`src/rtl/register_dump_pkg.sv`:
```
// Shared types and constants for the register dump reader and its pair buffer.
package register_dump_pkg;

  localparam int unsigned NUM_REGS_DEF = 32;
  localparam int unsigned ADDR_W_DEF   = 5;
  localparam int unsigned DATA_W_DEF   = 32;

  localparam logic [31:0] BYTE_MASK = 32'h000000FF;

  typedef enum logic [2:0] {
    IDLE,
    FETCH,
    EMIT0,
    EMIT1,
    DONE
  } dump_state_e;

endpackage

```
`src/rtl/dump_pair_buffer.sv`:
```
// Two-entry word buffer filled from both register read ports in one cycle,
// with optional low-byte masking and per-slot last/valid flags.
module dump_pair_buffer
  import register_dump_pkg::*;
#(
  parameter int unsigned NUM_REGS = NUM_REGS_DEF,
  parameter int unsigned ADDR_W   = ADDR_W_DEF,
  parameter int unsigned DATA_W   = DATA_W_DEF
) (
  input  logic              clk,
  input  logic              rst_n,
  input  logic              load_i,
  input  logic              byte_mode_i,
  input  logic              sel_i,
  input  logic [ADDR_W-1:0] ptr_i,
  input  logic [ADDR_W-1:0] last_reg_i,
  input  logic [DATA_W-1:0] data0_i,
  input  logic [DATA_W-1:0] data1_i,
  output logic              slot1_valid_o,
  output logic [DATA_W-1:0] out_data_o,
  output logic [ADDR_W-1:0] out_addr_o,
  output logic              out_last_o
);

  localparam int unsigned AW1 = ADDR_W + 1;

  logic [ADDR_W:0]   nxt_d;
  logic [DATA_W-1:0] mask_d;
  logic              valid1_d;
  logic              last1_d;

  logic [DATA_W-1:0] data0_q, data1_q;
  logic [ADDR_W-1:0] addr0_q, addr1_q;
  logic              last0_q, last1_q, valid1_q;

  // Extra address bit keeps ptr = max from wrapping the second slot to 0.
  always_comb begin
    nxt_d    = {1'b0, ptr_i} + AW1'(1);
    valid1_d = (nxt_d <= {1'b0, last_reg_i}) && (nxt_d < AW1'(NUM_REGS));
    last1_d  = (nxt_d == {1'b0, last_reg_i});
    mask_d   = byte_mode_i ? DATA_W'(BYTE_MASK) : '1;
  end

  always_ff @(posedge clk) begin
    if (!rst_n) begin
      data0_q  <= '0;
      data1_q  <= '0;
      addr0_q  <= '0;
      addr1_q  <= '0;
      last0_q  <= 1'b0;
      last1_q  <= 1'b0;
      valid1_q <= 1'b0;
    end else if (load_i) begin
      data0_q  <= data0_i & mask_d;
      data1_q  <= data1_i & mask_d;
      addr0_q  <= ptr_i;
      addr1_q  <= nxt_d[ADDR_W-1:0];
      last0_q  <= !valid1_d;
      last1_q  <= last1_d;
      valid1_q <= valid1_d;
    end
  end

  assign slot1_valid_o = valid1_q;
  assign out_data_o    = sel_i ? data1_q : data0_q;
  assign out_addr_o    = sel_i ? addr1_q : addr0_q;
  assign out_last_o    = sel_i ? last1_q : last0_q;

endmodule

```
`src/rtl/register_dump_reader.sv`:
```
// Walks a register address range two words per fetch and streams each word
// over valid/ready, keeping a running XOR checksum of accepted words.
module register_dump_reader
  import register_dump_pkg::*;
#(
  parameter int unsigned NUM_REGS = NUM_REGS_DEF,
  parameter int unsigned ADDR_W   = ADDR_W_DEF,
  parameter int unsigned DATA_W   = DATA_W_DEF
) (
  input  logic              clk,
  input  logic              rst_n,
  input  logic              start,
  input  logic [ADDR_W-1:0] first_reg,
  input  logic [ADDR_W-1:0] last_reg,
  input  logic              byte_mode,
  output logic [ADDR_W-1:0] read_reg1,
  output logic [ADDR_W-1:0] read_reg2,
  output logic              byteOperations,
  input  logic [DATA_W-1:0] read_data1,
  input  logic [DATA_W-1:0] read_data2,
  output logic              out_valid,
  input  logic              out_ready,
  output logic [DATA_W-1:0] out_data,
  output logic [ADDR_W-1:0] out_addr,
  output logic              out_last,
  output logic              busy,
  output logic              done,
  output logic [DATA_W-1:0] checksum
);

  dump_state_e       state_q;
  logic [ADDR_W-1:0] ptr_q, last_q;
  logic              mode_q;
  logic [ADDR_W-1:0] read_reg1_q, read_reg2_q;
  logic              byteops_q, out_valid_q, busy_q, done_q;
  logic [DATA_W-1:0] checksum_q;

  logic              slot1_valid;
  logic              hs;

  assign hs = out_valid_q && out_ready;

  dump_pair_buffer #(
    .NUM_REGS(NUM_REGS),
    .ADDR_W  (ADDR_W),
    .DATA_W  (DATA_W)
  ) u_buf (
    .clk          (clk),
    .rst_n        (rst_n),
    .load_i       (state_q == FETCH),
    .byte_mode_i  (mode_q),
    .sel_i        (state_q == EMIT1),
    .ptr_i        (ptr_q),
    .last_reg_i   (last_q),
    .data0_i      (read_data1),
    .data1_i      (read_data2),
    .slot1_valid_o(slot1_valid),
    .out_data_o   (out_data),
    .out_addr_o   (out_addr),
    .out_last_o   (out_last)
  );

  always_ff @(posedge clk) begin
    if (!rst_n) begin
      state_q     <= IDLE;
      ptr_q       <= '0;
      last_q      <= '0;
      mode_q      <= 1'b0;
      read_reg1_q <= '0;
      read_reg2_q <= '0;
      byteops_q   <= 1'b0;
      out_valid_q <= 1'b0;
      busy_q      <= 1'b0;
      done_q      <= 1'b0;
      checksum_q  <= '0;
    end else begin
      done_q <= 1'b0;
      unique case (state_q)
        IDLE: begin
          if (start) begin
            ptr_q      <= first_reg;
            last_q     <= last_reg;
            mode_q     <= byte_mode;
            checksum_q <= '0;
            if (first_reg > last_reg) begin
              state_q <= DONE;
              done_q  <= 1'b1;
            end else begin
              state_q     <= FETCH;
              busy_q      <= 1'b1;
              byteops_q   <= byte_mode;
              read_reg1_q <= first_reg;
              read_reg2_q <= first_reg + ADDR_W'(1);
            end
          end
        end
        FETCH: begin
          state_q     <= EMIT0;
          read_reg1_q <= '0;
          read_reg2_q <= '0;
          out_valid_q <= 1'b1;
        end
        EMIT0: begin
          if (hs) begin
            checksum_q <= checksum_q ^ out_data;
            if (slot1_valid) begin
              state_q <= EMIT1;
            end else begin
              state_q     <= DONE;
              out_valid_q <= 1'b0;
              busy_q      <= 1'b0;
              byteops_q   <= 1'b0;
              done_q      <= 1'b1;
            end
          end
        end
        EMIT1: begin
          if (hs) begin
            checksum_q  <= checksum_q ^ out_data;
            out_valid_q <= 1'b0;
            // Slot 1's last flag is exactly "ptr + 1 == last_reg".
            if (out_last) begin
              state_q   <= DONE;
              busy_q    <= 1'b0;
              byteops_q <= 1'b0;
              done_q    <= 1'b1;
            end else begin
              state_q     <= FETCH;
              ptr_q       <= ptr_q + ADDR_W'(2);
              read_reg1_q <= ptr_q + ADDR_W'(2);
              read_reg2_q <= ptr_q + ADDR_W'(3);
            end
          end
        end
        DONE: begin
          state_q <= IDLE;
        end
        default: begin
          state_q <= IDLE;
        end
      endcase
    end
  end

  assign read_reg1      = read_reg1_q;
  assign read_reg2      = read_reg2_q;
  assign byteOperations = byteops_q;
  assign out_valid      = out_valid_q;
  assign busy           = busy_q;
  assign done           = done_q;
  assign checksum       = checksum_q;

endmodule

```
`config.mk`:
```
export PLATFORM = sky130hd
export DESIGN_NAME = register_dump_reader
export DESIGN_NICKNAME = d
export VERILOG_FILES = /design/src/rtl/register_dump_pkg.sv /design/src/rtl/dump_pair_buffer.sv /design/src/rtl/register_dump_reader.sv
export SDC_FILE = /design/constraint.sdc
export NUM_CORES = 1
export LEC_CHECK = 0
export CORE_MARGIN = 4
export CORE_UTILIZATION = 50
export DETAILED_ROUTE_END_ITERATION = 8
export GPL_ROUTABILITY_DRIVEN = 0
export HOLD_SLACK_MARGIN = 0.03
export PLACE_DENSITY = 0.81
export SLEW_MARGIN = 20
export SYNTH_ARGS = -nofsm -noshare
export SYNTH_HDL_FRONTEND = slang
export SYNTH_SLANG_ARGS = --single-unit
```
`constraint.sdc`:
```
create_clock -name clk -period 2.2 [get_ports clk]
set_clock_uncertainty 0.05 [all_clocks]
set_input_delay 0.22 -clock clk [delete_from_list [all_inputs] [get_ports clk]]
set_output_delay 0.22 -clock clk [all_outputs]
set_load 0.02 [all_outputs]
```
== After elaboration in Yosys (flattened, before gate mapping) ==
Cells that the tools add are included.
Word-level totals
  register bits after elaboration: 137
  bits of input ports: 79
  output and inout port bits: 84
  word-level logic and storage cells: 102
Cells by class
  add/sub/neg operators: 4
  $lt $le $gt $ge: 3
  equality and inequality tests: 12
  multiplexer cells: 45
  bitwise gates (word level): 3
  reduce and logical (&&, ||, !) cells: 17
Operator list (count)
  two-way mux 32 bit: 4
  bitwise AND 32 bit: 2
  case mux 32 bit (2 select lines): 1
  two-way mux 5 bit: 10
  XOR 32 bit: 1
  case mux 5 bit (3 select lines): 2
  two-way mux 3 bit: 6
  two-way mux 1 bit: 16
  inequality test 2 bit (second input constant): 7
  case mux 1 bit (3 select lines): 4
  case mux 3 bit (4 select lines): 1
  adder 5 x 2 -> 5 bit (second input constant): 2
  case mux 5 bit (2 select lines): 1
  nonzero test 3 bit: 3
  AND reduction 4 bit: 2
  AND reduction 7 bit: 1
  adder 5 x 1 -> 6 bit (second input constant): 1
  equality test 3 x 2 -> 1 bit (second input constant): 2
  equality test 6 x 5 -> 1 bit: 1
  less-or-equal comparator 6 x 5 -> 1 bit: 1
  less-than comparator 6 bit (second input constant): 1
  AND reduction 3 bit: 2
  adder 5 x 1 -> 5 bit (second input constant): 1
  greater-than comparator 5 bit: 1
  9 further kinds: 11

== Depth between registers and ports, before layout ==
Gate-level depths: netlist (run 1).
  depth in word-level cells: 5
  gate-level depth with buffers: 9
  mapped depth without buffers: 9

== By module ==
From an unflattened synthesis (run 1), not the netlist that was laid out.
Second synthesis, totals
  cells, all modules: 658
  area, all modules: 6286.0 um^2
Modules (own cells, without submodules)
  dump_pair_buffer: times used 1, cells each 325, area each 3427.0 um^2, sequential area each 1541.5 um^2
  register_dump_reader: times used 1, cells each 333, area each 2859.0 um^2, sequential area each 1201.2 um^2

== Least setup slack after synthesis (run 1) ==
No wires, ideal clock.
  path kind: register -> register
  start point: register ptr_q[0]
  end point: register u_buf.last0_q
  setup time: 0.059 ns
  arrival: 1.902 ns
  data required time: 2.091 ns
  setup slack: 0.190 ns
  stages on the path, launching flop included: 10
  buffers on the path: 1
  clock period less this slack: 2.010 ns
  cell sequence: dfxtp_1 -> clkbuf_1 -> inv_1 -> ha_1 -> ha_1 -> nand2b_1 -> a21oi_1 -> nor3_1 -> o31ai_1 -> o211a_1
Between the ends
  cells in the longest elaborated chain, start to end: 4
  elaborated cells between the ends (all ways): 5
  those cells by class: 1 x add/sub; 2 x order compare; 2 x reduce/logical
Ends and longest elaborated chain
  start: declaration: RTL line register_dump_reader.sv:32  | logic [ADDR_W-1:0] ptr_q, last_q;
  start signal: assignment: RTL line register_dump_reader.sv:81  | ptr_q <= first_reg;
  start signal: assignment: RTL line register_dump_reader.sv:129  | ptr_q <= ptr_q + ADDR_W'(2);
  adder 5 x 1 -> 6 bit *: RTL line dump_pair_buffer.sv:38  | nxt_d = {1'b0, ptr_i} + AW1'(1);
  net u_buf.nxt_d[0]: RTL line dump_pair_buffer.sv:27  | logic [ADDR_W:0] nxt_d;
  less-or-equal comparator 6 x 5 -> 1 bit / less-than comparator 6 bit (equally long branches): RTL line dump_pair_buffer.sv:39  | valid1_d = (nxt_d <= {1'b0, last_reg_i}) && (nxt_d < AW1'(NUM_REGS));
  logical AND 1 bit *: RTL line dump_pair_buffer.sv:39
  logical NOT 1 bit *: RTL line dump_pair_buffer.sv:58  | last0_q <= !valid1_d;
  end signal: assignment: RTL line dump_pair_buffer.sv:58
  end: declaration: RTL line dump_pair_buffer.sv:34  | logic last0_q, last1_q, valid1_q;
Mark *: on every way through the listed nets, which the timed path passes. The rest lies on a longest branch.
A chain may end at the register's enable or synchronous reset.

== Final worst setup path (run 1) ==
  start point: register state_q[2]
  end point: output port out_data[18]
Between the ends
  cells in the longest elaborated chain, start to end: 2
Ends and longest elaborated chain
  start: declaration: RTL line register_dump_reader.sv:31  | dump_state_e state_q;
  start signal: assignment: RTL line register_dump_reader.sv:65  | state_q <= IDLE;
  start signal: assignment: RTL line register_dump_reader.sv:86  | state_q <= DONE;
  start signal: assignment: RTL line register_dump_reader.sv:89  | state_q <= FETCH;
  equality test 3 x 2 -> 1 bit: RTL line register_dump_reader.sv:52  | .sel_i (state_q == EMIT1),
  two-way mux 32 bit: RTL line dump_pair_buffer.sv:65  | assign out_data_o = sel_i ? data1_q : data0_q;
  end: declaration: RTL line register_dump_reader.sv:23  | output logic [DATA_W-1:0] out_data,
No other way between the ends.

==> results_dict.tcl, run 1 <==
set metrics [dict create \
    area.sequential_mm2 0.00275 \
    drtIter0Drc 391 \
    avgViaCountPerCell 5.45 \
    required_ns 1.93 \
    ys_ff_latch 137 \
    cts_max_path_buffers 2 \
    die_width_um 122 \
    hold_viol 0 \
    min_period_ns 2.21 \
    syn_to_final_growth_pct 41.8 \
    drive_above_1_share_pct 12.7 \
    path_cells "nand3b_4, buf_4, clkbuf_16, mux2i_2, inv_1, dlygate4sd2_1" \
    ys.flop_type "dfxtp_1" \
    instances_no_fill 1137 \
    num_antenna_cells 0 \
    cp_slowest_cell "dfxtp_1" \
    path_delay_family "buffers and inverters" \
    synth.net_count 882 \
    pwr_density_cell_mw_per_mm2 765 \
    finalCritPeriodShare_pct 100 \
    hpwlAfterDp_um 12200 \
    synth_area_per_cell_um2 8.26 \
    status "complete, but fails checks" \
    synth-edff-count 0 \
    grt_first_pass_wirelength_um 28800 \
    cts_buffers 17 \
    nFillCells 999 \
    grt_pass1_vias 5995 \
    fin_ws_ns -0.0108 \
    seq_area_frac_synth_pct 42.1 \
    max_clock_freq_mhz 452 \
    port_buffers 162 \
    relSlewSlack_pct 65.6 \
    cts_tree "done" \
    htreeDepth 4 \
    peakVddDrop_v 0.000543 \
    fp.coreArea_mm2 0.0127 \
    synth_area_mm2 0.00651 \
    synth_area_leaders "dfxtp_1 42%, a21oi_1 9.2%, nand2_1 7.6%, nand3b_1 5.8%, mux2i_1 4.6%" \
    yosys.area.top_type_share_pct 42.1 \
    firstDrtPassIters 6 \
    arrival_ns 1.94 \
    worst_pin_slew_ns 0.516 \
    dp.cells 1101 \
    critical_path.max_fanout 12 \
    grt_start_max_net_pins 68 \
    slowest_delay_ns 0.33 \
    ios 163 \
    power.static_leakage_nw 3.97 \
    max_cap_viol_count 0 \
    final_antenna_net_count 0 \
    violations "setup timing" \
    worstSkewPairLatency_ns 0.41 \
    yosysTopAreaCell "dfxtp_1" \
    dieArea_mm2 0.0149 \
    rows 41 \
    wirelength_um 18200 \
    grt.total_usage_pct 24.1 \
    holdCritPathClass "in -> reg" \
    clk_pin_slew_ns 0.06 \
    cts.sinks 137 \
    overflow 0 \
    synthArstFlopShare_pct 0 \
    wl_per_cell_um 16.1 \
    vias 6195 \
    rsz0062_at_grt "yes" \
    slew_viol_final 0 \
    path_class "reg -> out" \
    setup_tns_ns -0.0108 \
    antenna_found_initial 0 \
    syn-instance-count 788 \
    start_kind "flip-flop" \
    clockRootBuffer "clkbuf_16" \
    drc 0 \
    yosysWarnings 0 \
    start_util_pct 51.4 \
    setup_violations 1 \
    layout.nets 1046 \
    synth_cell_types 53 \
    cp.buffers_inverters 4 \
    multi_input_area_mm2 0.00348 \
    worst_setup_path_end_kind "primary output" \
    die_h_um 122 \
]
## path summary, 6_finish.rpt
kind                            slack [ns]             start               end  cells after the start
worst max register to register        0.19          ptr_q[1]     u_buf.last0_q                      9
worst min register to register        0.40  u_buf.data0_q[4]  u_buf.data0_q[4]                      2
worst max-delay path                 -0.01        state_q[2]      out_data[18]                      6
worst min-delay path                  0.31     read_data1[0]  u_buf.data0_q[0]                      3
## state kept, by name, summed over array words and instances (netlist names), 3 cells and up
| name | cells |
|---|---|
| u_buf.addr0_q | 5 |
| state_q | 3 |
| u_buf.data0_q | 32 |
| ptr_q | 5 |
| read_reg1 | 5 |
| last_q | 5 |
| u_buf.addr1_q | 5 |
| checksum | 32 |
| read_reg2 | 5 |
| u_buf.data1_q | 32 |
## per-layer routing
layer / vias to the layer above / GRT usage, % / routed length [um]
li1: 3062 / - / -
met1: 2841 / 30.3 / 7560
met2: 247 / 38.8 / 8760
met3: 45 / 6.96 / 1360
met4: 0 / 9.66 / 572
met5: - / 0 / 0
## layout by cell type, fill, tap and decap left out, types with 5 or more instances in the layout
master / count
mux2_2: 14
buf_4: 35
inv_1: 37
clkbuf_8: 5
or3_1: 26
a21oi_1: 120
nor3_1: 10
o221ai_1: 6
nor2_1: 27
a22o_1: 8
dlygate4sd2_1: 20
nand2_1: 131
dfxtp_1: 135
nand3b_1: 50
buf_12: 6
clkbuf_16: 19
o21ai_0: 35
xor2_1: 6
nand3_1: 11
mux2i_1: 8
nor2b_1: 6
nand4_1: 6
ha_1: 15
mux2i_2: 18
clkdlybuf4s50_1: 124
dlymetal6s2s_1: 15
## what timing repair did
action,in CTS,in global routing
resized for setup,30,44
hold buffers,0,0
buffers inserted,0,2
endpoints found under the hold margin,0,0
pin swaps,0,0
endpoints found under the setup margin,38,29
gates cloned,0,2
## worst reg2reg max path, delay by kind of cell (launching register included)
family	cells	cell delay [ns]
xor+xnor	1	0.15
flops	1	0.42
fa+ha+maj	2	0.50
simple gates	2	0.14
compound gates	4	0.69
## cell families (layout without fill, tap and decap cells)
logic type,count (synthesis),after routing,share of synthesized area (%)
muxes,44,44,7.03
xor gates and xnor gates,10,10,1.35
AOI/OAI and AO/OA,198,198,17.6
DFF,137,137,42.1
adders and majority gates,15,15,2.88
buffers and inverters,98,275,6.48
and+or+nand+nor,286,286,22.6
## synthesized netlist by cell type, drive strengths merged (8+ instances only)
library cell    n
mux2           14
a22o            8
buf            25
a21oi         120
mux2i          30
inv            38
ha             15
dfxtp         137
nor3           11
nand3          12
nand3b         51
nor2           28
o21ai          35
nand2         132
clkbuf         35
or3            26
## report_power, final
part	internal (mW)	switching [mW]
Clock	1.82	1.02
Sequential	2.64	0.112
Combinational	0.668	0.794
## cell type report
cell class,instances,share of cell area [%]
inverters,38,1.54
flip-flops and latches,137,29.8
well taps,172,2.33
multi-input cells,553,37.7
clock inverters,6,0.935
repair buffers,205,22.2
clock buffers,26,5.52
## per-stage QoR
step / hold WS (ns) / util (%) / power (mW) / worst slack [ns] / instance area (um^2)
5_1_grt: 0.303 / 72.9 / 7.35 / -0.102 / 9230
6_report: 0.305 / 72.9 / 7.06 / -0.0108 / 9230
3_3_place_gp: 0.387 / 66.7 / 4.21 / -0.111 / 8450
2_1_floorplan: 0.306 / - / 3.64 / 0.190 / 6510
3_5_place_dp: 0.393 / 66.7 / 4.24 / -0.154 / 8450
4_1_cts: 0.293 / 71.3 / 7.06 / -0.167 / 9040
No activity file was read; power rests on OpenSTA's default activity.
==> inputs of run 2 (changes only) <==
PLACE_DENSITY = 0.79   (was 0.81)
==> results_dict.tcl, run 2 (synthesized netlist as in run 1, its figures left out) <==
set metrics [dict create \
    status "complete, but fails checks" \
    violations "setup timing" \
    min_to "u_buf.data0_q[6]" \
    clk_pin_slew_ns 0.05 \
    cts.sinks 137 \
    start_util_pct 51.4 \
    rows 41 \
    finalCritPeriodShare_pct 104 \
    p_int_mw 5.29 \
    fp.coreArea_mm2 0.0127 \
    grt_pass1_vias 5681 \
    grt.total_usage_pct 23.6 \
    min_period_ns 2.29 \
    grt_first_pass_wirelength_um 28300 \
    drc 0 \
    holdCritPathClass "in -> reg" \
    worstHoldPathCells 3 \
    grt_start_max_net_pins 52 \
    r2r_cells 8 \
    slew_viol_final 0 \
    setup_violations 3 \
    worst_pin_slew_ns 0.507 \
    htreeDepth 4 \
    worst_setup_path_end_kind "primary output" \
    layout.nets 1046 \
    wl_per_cell_um 16.0 \
    firstDrtPassIters 5 \
    max_cap_viol_count 0 \
    max_clock_freq_mhz 437 \
    hpwlAfterDp_um 12100 \
    switching_share_pct 26.9 \
    avgViaCountPerCell 5.45 \
    slowest_delay_ns 0.54 \
    cp_slowest_cell "clkdlybuf4s50_1" \
    hp-start "read_data1[6]" \
    finalPower_mw 7.24 \
    r2r_slack_ns 0.23 \
    nFillCells 992 \
    overflow 0 \
    cts_buffers 17 \
    clockRootBuffer "clkbuf_16" \
    rsz0062_at_grt "yes" \
    port_buffers 162 \
    relSlewSlack_pct 66.2 \
    pwr_density_cell_mw_per_mm2 782 \
    cts_tree "done" \
    cts_hold_buf 0 \
    final_common_cell "dfxtp_1" \
    die_h_um 122 \
    drive_above_1_share_pct 12.9 \
    p_switching_mw 1.95 \
    final_area_mm2 0.00927 \
    die_width_um 122 \
    path_cells "nand3b_4, buf_12, mux2i_1, inv_1, clkdlybuf4s50_1" \
    place_area_mm2 0.00845 \
    reg2reg_from "ptr_q[1]" \
    antenna_found_initial 0 \
    seqPwrFrac_pct 38.1 \
    clkPwrFrac_pct 41.7 \
    num_antenna_cells 0 \
    path_class "reg -> out" \
    ios 163 \
    hold_viol 0 \
    dp.cells 1101 \
    critical_path.max_fanout 12 \
    instances_no_fill 1136 \
    peakVddDrop_v 0.000743 \
    arrival_ns 2.02 \
    wirelength_um 18200 \
    drtIter0Drc 439 \
    pwr-share-comb_pct 20.2 \
    final_antenna_net_count 0 \
    fin_ws_ns -0.0907 \
    layout_common_cells "135 x dfxtp_1, 131 x nand2_1, 127 x clkdlybuf4s50_1" \
    start_kind "flip-flop" \
    dieArea_mm2 0.0149 \
    vias 6186 \
    worstSkewPairLatency_ns 0.41 \
    required_ns 1.93 \
    r2r_end "u_buf.last0_q" \
    cts_max_path_buffers 2 \
    power.static_leakage_nw 3.94 \
    syn_to_final_growth_pct 42.3 \
]
-- run 2: changes by cell type in the layout (fill, tap and decap cells not counted) --
cell / before / now
dlygate4sd2_1: 20 / 15
dlymetal6s2s_1: 15 / 13
mux2i_2: 18 / 12
clkdlybuf4s50_1: 124 / 127
bufinv_16: 2 / 4
mux2i_1: 8 / 10
mux2i_4: 4 / 8
clkinv_4: 1 / 0
clkbuf_8: 5 / 3
dfxtp_4: 1 / 0
clkinvlp_4: 1 / 2
clkbuf_2: 3 / 7
clkinv_2: 2 / 1
dfxtp_2: 1 / 2
-- run 2: how the worst max path moves through the flow --
stage,slack [ns],depth (start not counted),startpoint,end
CTS,-0.18,5,state_q[2],out_data[8]
global placement,-0.13,10,last_reg[1],byteOperations
finish,-0.09,5,state_q[2],out_data[12]
floorplan,0.19,9,ptr_q[0],u_buf.last0_q
detailed placement,-0.15,10,last_reg[1],byteOperations
global route,-0.18,5,state_q[2],out_data[29]
-- run 2: per-stage QoR --
step                utilization (%)  hold slack, ns  TNS (ns)  setup slack (ns)
detailed placement             66.7           0.395     -1.14            -0.148
finish                         73.1           0.305    -0.227           -0.0907
floorplan                         -           0.306         0             0.190
CTS                            71.6           0.287     -2.48            -0.184
global route                   73.1           0.293    -0.526            -0.180
global placement               66.7           0.388    -0.787            -0.128
-- run 2: worst max-delay path, delay by kind of cell, from the launching register on --
kind,cells,cell delay (ns)
buf+inv,3,0.79
flops,1,0.34
mux,1,0.29
simple gates,1,0.18
-- run 2: area by class of cell --
type                       instances  area, um^2  share of cell area (%)
sequential                       137        2750                    29.6
clock buffer                      24         482                    5.20
timing repair buffer             205        2030                    21.9
tap                              172         215                    2.32
multi-input combinational        553        3510                    37.9
inverter                          38         143                    1.54
clock inverter                     7         140                    1.51
-- run 2: power by group through the flow --
| stage | sequential (mW) | combinational, mW | clock [mW] |
|---|---|---|---|
| 2_1_floorplan | 2.82 | 0.816 | 0 |
| 3_3_place_gp | 2.79 | 1.42 | 0 |
| 3_5_place_dp | 2.79 | 1.44 | 0 |
| 4_1_cts | 2.74 | 1.44 | 3.05 |
| 5_1_grt | 2.78 | 1.60 | 3.14 |
| 6_report | 2.76 | 1.46 | 3.02 |
-- run 2: layer usage --
layer,routed length [um],track usage (%)
met1,8230,32.7
met5,0,0
met3,1150,5.48
met4,453,9.03
met2,8330,35.8
-- run 2: repair_timing --
action / 4_1_cts / 5_1_grt
pin swaps: 0 / 0
gates cloned: 0 / 2
buffers inserted: 0 / 2
setup endpoints to repair: 38 / 25
gates resized for setup: 28 / 52
==> inputs of run 3 (changes only) <==
ABC_AREA = 1   (was default)
CORE_UTILIZATION = 49   (was 50)
==> results_dict.tcl, run 3 <==
set metrics [dict create \
    critical_path.max_fanout 33 \
    cts_max_path_buffers 2 \
    synth_area_mm2 0.00618 \
    dieArea_mm2 0.0145 \
    final_common_cell "nand2_1" \
    r2r_end "checksum[15]" \
    clockRootBuffer "clkbuf_16" \
    final_antenna_net_count 0 \
    status "completed" \
    cp.depth 6 \
    overflow 0 \
    ys.flop_type "dfxtp_1" \
    holdCritPathClass "in -> reg" \
    syn_to_final_growth_pct 38.8 \
    start_kind "flip-flop" \
    area.sequential_mm2 0.00274 \
    final_util_pct 70.6 \
    yosysWarnings 0 \
    synth_area_leaders "dfxtp_1 44%, a21oi_1 10%, nand2_1 9.2%, inv_1 4.7%, o21ai_0 4.7%" \
    rsz0062_at_grt "no" \
    synth_cell_types 30 \
    synth_area_per_cell_um2 7.28 \
    fp.coreArea_mm2 0.0122 \
    arrival_ns 1.83 \
    path_cells "inv_2, nor2_4, nand2_2, buf_12, o21ai_1, clkdlybuf4s15_1" \
    grt_start_max_net_pins 60 \
    syn-instance-count 849 \
    r2r_slack_ns 0.27 \
    clkPwrFrac_pct 32.4 \
    worst_pin_slew_ns 0.537 \
    layout_common_cells "151 x nand2_1, 137 x dfxtp_1, 126 x a21oi_1" \
    critPathCapture "out_data[27]" \
    synthArstFlopShare_pct 0 \
    antenna_found_initial 0 \
    yosys.area.top_type_share_pct 44.3 \
    hpwlAfterDp_um 12100 \
    grt_pass1_vias 5736 \
    grt.total_usage_pct 24.0 \
    startpoint "state_q[0]" \
    drc 0 \
    firstDrtPassIters 4 \
    ios 163 \
    post-place-ws_ns 0.101 \
    wirelength_um 17400 \
    cts_buffers 17 \
    hold_viol 0 \
    synth.net_count 943 \
    avgViaCountPerCell 5.15 \
    worstSkewPairLatency_ns 0.42 \
    path_class "reg -> out" \
    switching_share_pct 34.9 \
    htreeDepth 4 \
    seqPwrFrac_pct 35.1 \
    reg2reg_from "state_q[2]" \
    power.static_leakage_nw 3.48 \
    multi_input_area_mm2 0.00292 \
    vias 6126 \
    min_period_ns 2.10 \
    drive_above_1_share_pct 10.6 \
    p_switching_mw 3.13 \
    num_antenna_cells 0 \
    max_clock_freq_mhz 476 \
    cts_tree "done" \
    slew_viol_final 0 \
    seq_area_frac_synth_pct 44.3 \
    yosysTopAreaCell "dfxtp_1" \
    r2r_cells 9 \
    start_util_pct 50.9 \
    cp_slowest_cell "dfxtp_1" \
    cp.buffers_inverters 3 \
    max_cap_viol_count 0 \
    drtIter0Drc 380 \
    die_width_um 120 \
    peakVddDrop_v 0.000620 \
    grt_first_pass_wirelength_um 27900 \
    worst_setup_path_end_kind "primary output" \
    fin_ws_ns 0.0973 \
    p_int_mw 5.83 \
    port_buffers 162 \
    postCtsSetupBuffers 0 \
    layout.nets 1103 \
    die_h_um 120 \
    synth_most_common_cell "nand2_1" \
    path_delay_family "buffers and inverters" \
    slowest_delay_ns 0.39 \
    setup_tns_ns 0 \
    synth-edff-count 0 \
    cts.sinks 137 \
    rows 40 \
    relSlewSlack_pct 64.2 \
    finalCritPeriodShare_pct 95.6 \
    required_ns 1.93 \
    clk_pin_slew_ns 0.06 \
    nFillCells 1028 \
    pwr_density_cell_mw_per_mm2 1040 \
    ys_ff_latch 137 \
    setup_violations 0 \
    pwr-share-comb_pct 32.5 \
    synthTopCellsByCount "151 x nand2_1, 137 x dfxtp_1, 126 x a21oi_1" \
    wl_per_cell_um 14.6 \
]
-- run 3: changes by cell type after synthesis, moves of 14 or more --
cell / delta
or3_1: -26
o21ai_1: +32
inv_1: +40
o21ai_0: +23
mux2i_1: -30
nand3b_1: -47
nand3_1: +35
a211oi_1: +24
nor2_1: +25
mux2_2: -14
nand2_1: +20
-- run 3: metrics by stage --
stage	total power [mW]	hold WS [ns]	area, um^2	std cells
4_1_cts	9.01	0.302	8660	1190
5_1_grt	9.47	0.308	8590	1190
3_5_place_dp	6.17	0.389	8100	1158
6_report	8.96	0.315	8590	1190
2_1_floorplan	5.01	0.305	6180	849
3_3_place_gp	6.11	0.384	8100	1158
-- run 3: repair_timing --
| action | 4_1_cts | 5_1_grt |
|---|---|---|
| resized for setup | 40 | 49 |
| hold buffers | 0 | 0 |
| setup endpoints to repair | 38 | 25 |
| hold endpoints to repair | 0 | 0 |
-- run 3: worst reg2reg max path: cells and delay by family (launching register included) --
kind | cells | cell delay [ns]
AND/OR/NAND/NOR | 6 | 1.02
AO/OA/AOI/OAI | 1 | 0.12
flip-flops | 1 | 0.35
buffers and inverters | 2 | 0.32
-- run 3: cell families after synthesis --
group	Yosys count	share of synthesized area, %
and+or+nand+nor	306	21.5
AOI/OAI and AO/OA	254	22.2
DFF	137	44.3
buffers and inverters	135	8.64
adders and majority gates	15	3.03
xor gates and xnor gates	2	0.283
-- run 3: power by group through the flow --
stage | logic [mW] | clock network [mW] | registers, mW
2_1_floorplan | 1.71 | 0 | 3.29
3_3_place_gp | 2.93 | 0 | 3.18
3_5_place_dp | 2.98 | 0 | 3.19
4_1_cts | 2.93 | 2.93 | 3.15
5_1_grt | 3.22 | 3.05 | 3.20
6_report | 2.91 | 2.91 | 3.15
-- run 3: layout make-up --
cell class	count	area share (%)
clock buffer	17	4.95
clock inverter	15	2.01
inverter	85	3.74
multi-input combinational	577	34.0
sequential	137	31.9
tap	168	2.45
timing repair buffer	191	20.9
-- run 3: worst min-delay path by stage --
stage,cells past startpoint,start,to,slack [ns]
3_3_place_gp,2,u_buf.addr1_q[1],u_buf.addr1_q[1],0.38
6_report,3,read_data1[28],u_buf.data0_q[28],0.31
4_1_cts,3,read_data1[28],u_buf.data0_q[28],0.30
3_5_place_dp,2,u_buf.addr1_q[1],u_buf.addr1_q[1],0.39
2_1_floorplan,2,read_data1[0],u_buf.data0_q[0],0.30
5_1_grt,3,read_data1[9],u_buf.data0_q[9],0.31
-- run 3: layer usage --
metal,global-route usage [%],vias up,part of all wire (%)
li1,-,3160,-
met1,31.8,2742,46
met2,36.0,197,44
met3,7.90,27,7.3
met4,10.1,0,2.3
met5,0,-,0
